[config.mk]
export PLATFORM = sky130hd
export DESIGN_NAME = lfsr_period_monitor
export DESIGN_NICKNAME = d
export VERILOG_FILES = /design/src/rtl/lfsr_pkg.sv /design/src/rtl/lfsr_period_monitor.sv
export SDC_FILE = /design/constraint.sdc
export NUM_CORES = 1
export LEC_CHECK = 0
export BUFFER_PORTS_ARGS = -buffer_cell sky130_fd_sc_hd__clkbuf_2
export CORE_MARGIN = 2
export CORE_UTILIZATION = 56
export CTS_BUF_LIST = sky130_fd_sc_hd__clkbuf_8 sky130_fd_sc_hd__clkbuf_16
export CTS_CLUSTER_SIZE = 24
export DETAILED_ROUTE_END_ITERATION = 6
export GPL_TIMING_DRIVEN = 0
export PLACE_DENSITY = 0.82
export SLEW_MARGIN = 20
export SYNTH_ARGS = -nofsm -noshare
export SYNTH_HDL_FRONTEND = slang
export SYNTH_SLANG_ARGS = --single-unit
[constraint.sdc]
create_clock -name clk -period 2.6 [get_ports clk]
set_input_delay 0.65 -clock clk [delete_from_list [all_inputs] [get_ports clk]]
set_output_delay 0.65 -clock clk [all_outputs]
set_load 0.02 [all_outputs]
[src/rtl/lfsr_pkg.sv]
// Shared definitions for the LFSR self-test logic: monitor FSM encoding and
// period helpers.
package lfsr_pkg;

    localparam logic [1:0] ST_IDLE  = 2'd0;
    localparam logic [1:0] ST_ARM   = 2'd1;
    localparam logic [1:0] ST_COUNT = 2'd2;
    localparam logic [1:0] ST_DONE  = 2'd3;

    typedef enum logic [1:0] {
        IDLE  = ST_IDLE,
        ARM   = ST_ARM,
        COUNT = ST_COUNT,
        DONE  = ST_DONE
    } mon_state_e;

    // Period of a maximal-length LFSR of the given width.
    function automatic int unsigned max_period(input int unsigned width);
        return (32'd1 << width) - 32'd1;
    endfunction

endpackage

[src/rtl/lfsr_period_monitor.sv]
// Measures the period of the sampled LFSR sequence and flags lockup, tail
// sequences (timeout) and maximal-length operation.
module lfsr_period_monitor
    import lfsr_pkg::*;
#(
    parameter int unsigned WIDTH = 3
) (
    input  logic             clk,
    input  logic             reset_n,
    input  logic             start,
    input  logic             sample_valid,
    input  logic [WIDTH-1:0] lfsr_state,
    output logic             busy,
    output logic             done,
    output logic [WIDTH:0]   period,
    output logic             maximal,
    output logic             lockup,
    output logic             timeout
);

    localparam logic [WIDTH-1:0] ZERO_STATE = {WIDTH{1'b0}};
    localparam logic [WIDTH:0]   CNT_ZERO   = {(WIDTH+1){1'b0}};
    localparam logic [WIDTH:0]   CNT_ONE    = (WIDTH+1)'(32'd1);
    localparam logic [WIDTH:0]   CNT_MAX    = {(WIDTH+1){1'b1}};
    localparam logic [WIDTH:0]   MAX_PERIOD = (WIDTH+1)'(max_period(WIDTH));
    localparam logic [WIDTH:0]   FULL_COUNT = (WIDTH+1)'(32'd1 << WIDTH);

    mon_state_e       state_r;
    logic [WIDTH-1:0] ref_r;
    logic [WIDTH:0]   cnt_r;
    logic [WIDTH:0]   cnt_inc_s;
    logic             is_zero_s;
    logic             is_ref_s;
    logic             busy_r;
    logic             done_r;
    logic [WIDTH:0]   period_r;
    logic             maximal_r;
    logic             lockup_r;
    logic             timeout_r;

    // Saturating step count and sample classification for the COUNT state.
    always_comb begin
        cnt_inc_s = cnt_r;
        if (cnt_r != CNT_MAX) begin
            cnt_inc_s = cnt_r + CNT_ONE;
        end else begin
            cnt_inc_s = cnt_r;
        end
        is_zero_s = (lfsr_state == ZERO_STATE);
        is_ref_s  = (lfsr_state == ref_r);
    end

    // Measurement FSM with registered result outputs.
    always_ff @(posedge clk or negedge reset_n) begin
        if (!reset_n) begin
            state_r   <= IDLE;
            ref_r     <= ZERO_STATE;
            cnt_r     <= CNT_ZERO;
            busy_r    <= 1'b0;
            done_r    <= 1'b0;
            period_r  <= CNT_ZERO;
            maximal_r <= 1'b0;
            lockup_r  <= 1'b0;
            timeout_r <= 1'b0;
        end else begin
            done_r <= 1'b0;
            // A start request in any state (re)arms and clears the previous results.
            if (start) begin
                state_r   <= ARM;
                busy_r    <= 1'b1;
                period_r  <= CNT_ZERO;
                maximal_r <= 1'b0;
                lockup_r  <= 1'b0;
                timeout_r <= 1'b0;
            end else begin
                case (state_r)
                    IDLE: begin
                        state_r <= IDLE;
                    end
                    ARM: begin
                        if (sample_valid) begin
                            if (is_zero_s) begin
                                state_r  <= DONE;
                                busy_r   <= 1'b0;
                                done_r   <= 1'b1;
                                lockup_r <= 1'b1;
                            end else begin
                                ref_r   <= lfsr_state;
                                cnt_r   <= CNT_ZERO;
                                state_r <= COUNT;
                            end
                        end
                    end
                    COUNT: begin
                        if (sample_valid) begin
                            cnt_r <= cnt_inc_s;
                            if (is_zero_s) begin
                                state_r  <= DONE;
                                busy_r   <= 1'b0;
                                done_r   <= 1'b1;
                                lockup_r <= 1'b1;
                                period_r <= CNT_ZERO;
                            end else if (is_ref_s) begin
                                state_r   <= DONE;
                                busy_r    <= 1'b0;
                                done_r    <= 1'b1;
                                period_r  <= cnt_inc_s;
                                maximal_r <= (cnt_inc_s == MAX_PERIOD);
                            end else if (cnt_inc_s == FULL_COUNT) begin
                                state_r   <= DONE;
                                busy_r    <= 1'b0;
                                done_r    <= 1'b1;
                                timeout_r <= 1'b1;
                                period_r  <= CNT_ZERO;
                            end
                        end
                    end
                    DONE: begin
                        state_r <= IDLE;
                        busy_r  <= 1'b0;
                    end
                    default: begin
                        state_r <= IDLE;
                        busy_r  <= 1'b0;
                    end
                endcase
            end
        end
    end

    assign busy    = busy_r;
    assign done    = done_r;
    assign period  = period_r;
    assign maximal = maximal_r;
    assign lockup  = lockup_r;
    assign timeout = timeout_r;

endmodule

==> results.md <==
- The total nets after synthesis is 132.
- The HPWL reported at the end of detailed placement is 1805 microns.
- The startpoint identified for the worst register-to-register timing path is cnt_r[1].
- The final-report hold violation count was 0.
- Setup repair after global routing left no endpoint under its margin.
- The core region is 0.001962 sq mm.
- For this run, the share of the core covered by cells in the final layout is 0.6728.
- The number of warnings reported in the yosys synthesis log is 0.
- The max-slew violation total from the final report is 0.
- The number of buffers added on ports is 13.
- The slowest stage cell on the critical path is sky130_fd_sc_hd__a211oi_4.
- The clock root buffer is sky130_fd_sc_hd__clkbuf_8.
- Entering global routing, the biggest net connects 19 pins.
- The number of DRC markers after the initial detailed-route iteration is 6.
- The fraction of registers with async set or reset after synthesis is 1.000.
- The share of final-layout standard cells stronger than drive strength 1 is 0.2409.
- In this run, synthesis inferred 0 flip-flops with an integrated enable.
- In the global route stage, met3 resource usage came out at 0.03030.
- The worst-case clock buffer depth is 2.
- Of the post-synthesis cell area, the dominant cell type holds 0.3863.
- The detailed router placed 960 vias in this run.
- The power density relative to cell area is 800.4 mW/mm^2.
- The clock tree from TritonCTS is built.
- After routing the design area is 0.001320 sq mm.
- The tightest slew margin relative to the limit is 0.4935.
- Before antenna repair, the detailed router went through 4 iterations.
- Setup violations remaining at the end of the flow were counted as 0.
- In the finished design, the share of the clock period the worst path needs comes to 0.8122.
- Counting both buffers and inverters, the worst setup path holds a total of 0.
- For this run, global-route usage on met1 was measured as 0.2717.
- The setup check on the worst reg-to-reg path leaves a slack of 490 ps.
- The number of cells traversed by the worst register-to-register path is 5.
- The number of clock buffers added by TritonCTS is 3.
- In this run the mean area of a mapped cell was 9.718 sq um.
- The design draws 1.057 mW.
- The total overflow reported by the global router is 0.
- The worst path needs 2112 ps of the cycle, external delays included.
- The number of post-CTS setup repair buffers is 0.
- The via density per instance is 5.854.
- Synthesis inferred 18 register bits.
- The floorplan row count is 16.
- Measured along the y axis, the die boundary spans 49.63 microns.
- The final setup skew is 3.351 ps.
- The via count of the first global-routing pass is 903.
- For this run, global-route usage on met2 was measured as 0.3600.
- Hold repair after CTS inserted 0 buffers.
- The family with the most delay on the worst path is compound AO/OA/AOI/OAI gates.
- The final sum of negative setup slack is 0 ps.
- The critical path is of the register to register type.
- The clock net in this run drives a total of 18 sinks.
- The worst flop-to-flop path endpoint is period[1].
- Clock-pin slew was measured on the worst setup and hold paths at 70 ps.
- For this run, the leading register cell type out of synthesis is sky130_fd_sc_hd__dfrtp_1.
- In this run the remaining antenna-violating nets after routing total 0.
- The overall fraction of global-route tracks in use is 0.2122.
- 0 antenna diodes ended up in the layout.
- Gates resized during post-CTS repair numbered 0.
- The run finished with clean final reports.
- The average detailed-routed wire length per instance is 13.99 microns.
- The peak supply drop is 0.5143 mV.
- The cell count after synthesis is 120.
- The worst hold path belongs to the class input pin to asynchronous set/reset pin.
- The arrival time of data at the critical path endpoint is 2250 ps.
- Routability-driven placement finished with a final weighted congestion of 0.8519.
- met2 is the most crowded layer.
- The die covers 0.002463 sq mm.
- The tool flagged a number of max-cap violations equal to 0.
- In the layout the commonest cells are 18 x sky130_fd_sc_hd__dfrtp_1, 13 x sky130_fd_sc_hd__nor2_1, 13 x sky130_fd_sc_hd__clkbuf_2.
- Summing every instance area after synthesis gives 0.001166 sq mm.
- For this block, the routed nets add up to 2294 microns of wire.
- The leading cell type in the layout, fill and taps excluded is sky130_fd_sc_hd__dfrtp_1.
- The library cell occupying the most area in the post-synthesis netlist is sky130_fd_sc_hd__dfrtp_1.
- The global-route wire length before repair is 4015 microns.
- In this run the worst path has a maximum fanout of 8.
- For this run, the register share of the synthesized area comes to 0.3863.
- The critical path launch point is cnt_r[1].
- For this run, design rule violations remaining after detail routing come to 0.
- The required time at the worst-slack endpoint is 2740 ps.
- Sorting the synthesized cells by area gives the leading types as sky130_fd_sc_hd__dfrtp_1 39%, sky130_fd_sc_hd__ha_1 5.4%, sky130_fd_sc_hd__mux2_2 4.8%.
- The placed instances occupy a cell area of 0.001265 sq mm.
- The static power due to leakage is 0.5718 nW.
- The die boundary width is 49.63 microns.
- The synthesis-to-layout area growth is 13.20%.
- The number of antenna violations at the first check in global routing is 0.
- The maximum level of the CTS H-tree is 1.
- STA classifies the critical path endpoint as a register.
- Timing would allow up to 473.6 MHz.
- The number of distinct library cells after synthesis is 45.
- The clock insertion delay at the later pin of the skew report is 260 ps.
- The worst setup path is launched from a register.
- In this run the count of I/O pins placed on the die edge is 16.
- The largest stage delay on the critical path is 460 ps.
- The final net count is 150.
- The initial standard-cell utilization of the core is 0.5944.
- At the pin with the least slew margin, the transition time is 753.9 ps.
- The critical path goes through ha_1 -> or3b_1 -> a211oi_4 -> o21ai_2 -> a32o_1.
## cell families after synthesis
group                      synth area share
and+or+nand+nor                      0.2285
AOI/OAI and AO/OA                    0.2017
DFF                                  0.3863
buffers and inverters               0.04291
muxes                               0.05686
adders and majority gates           0.05365
xor gates and xnor gates            0.03004
## metrics by stage
stage / std cells / setup slack [ps] / hold WS [ps]
2_1_floorplan: 120 / 553.4 / 354.4
3_3_place_gp: 160 / 379.1 / 461.7
3_5_place_dp: 160 / 352.8 / 467.0
4_1_cts: 164 / 495.9 / 338.4
5_1_grt: 164 / 364.9 / 364.5
6_report: 164 / 488.3 / 320.2
## how the worst max path moves through the flow
| stage | endpoint | slack (ps) | cells past startpoint |
|---|---|---|---|
| 5_1_grt | done | 360 | 6 |
| 3_3_place_gp | ref_r[0] | 380 | 5 |
| 2_1_floorplan | state_r[1] | 550 | 6 |
| 3_5_place_dp | ref_r[1] | 350 | 5 |
| 4_1_cts | period[1] | 500 | 5 |
| 6_report | period[1] | 490 | 5 |
## sequential cells by signal, indices dropped and copies added (netlist names)
signal	flops
done	1
maximal	1
timeout	1
cnt_r	4
state_r	2
period	4
ref_r	3
lockup	1
busy	1
## synthesized netlist by cell type (all sizes together) (2+ instances only)
master and instances:
nand2 4, nor2 13, nand3 9, and2 2, xnor2 4, and3 3, buf 2, nor4 2
o311ai 2, nor3 4, o21ai 9, ha 5, nand2b 2, a211oi 3, nor2b 2, mux2 5
inv 8, dfrtp 18, a32o 3, a31oi 2
## power breakdown
| part | switching, mW | internal, mW |
|---|---|---|
| registers | 0.0719 | 0.335 |
| clock network | 0.0961 | 0.135 |
| logic | 0.240 | 0.179 |
| total | 0.408 | 0.649 |
## routing by layer
metal | wire [microns] | vias up
met5 | 0 | -
met4 | 37 | 0
met3 | 39 | 5
met2 | 1182 | 9
met1 | 1035 | 469
li1 | - | 477
## final cells by class
type / instances / area, sq um
multi-input cells: 91 / 665.6
fillers: 175 / 641.9
flip-flops and latches: 18 / 450.4
repair buffers: 13 / 65.06
clock buffers: 4 / 55.05
well taps: 27 / 33.78
inverters: 8 / 30.03
plain buffers: 3 / 20.02
Power figures use the tool's default switching activity.
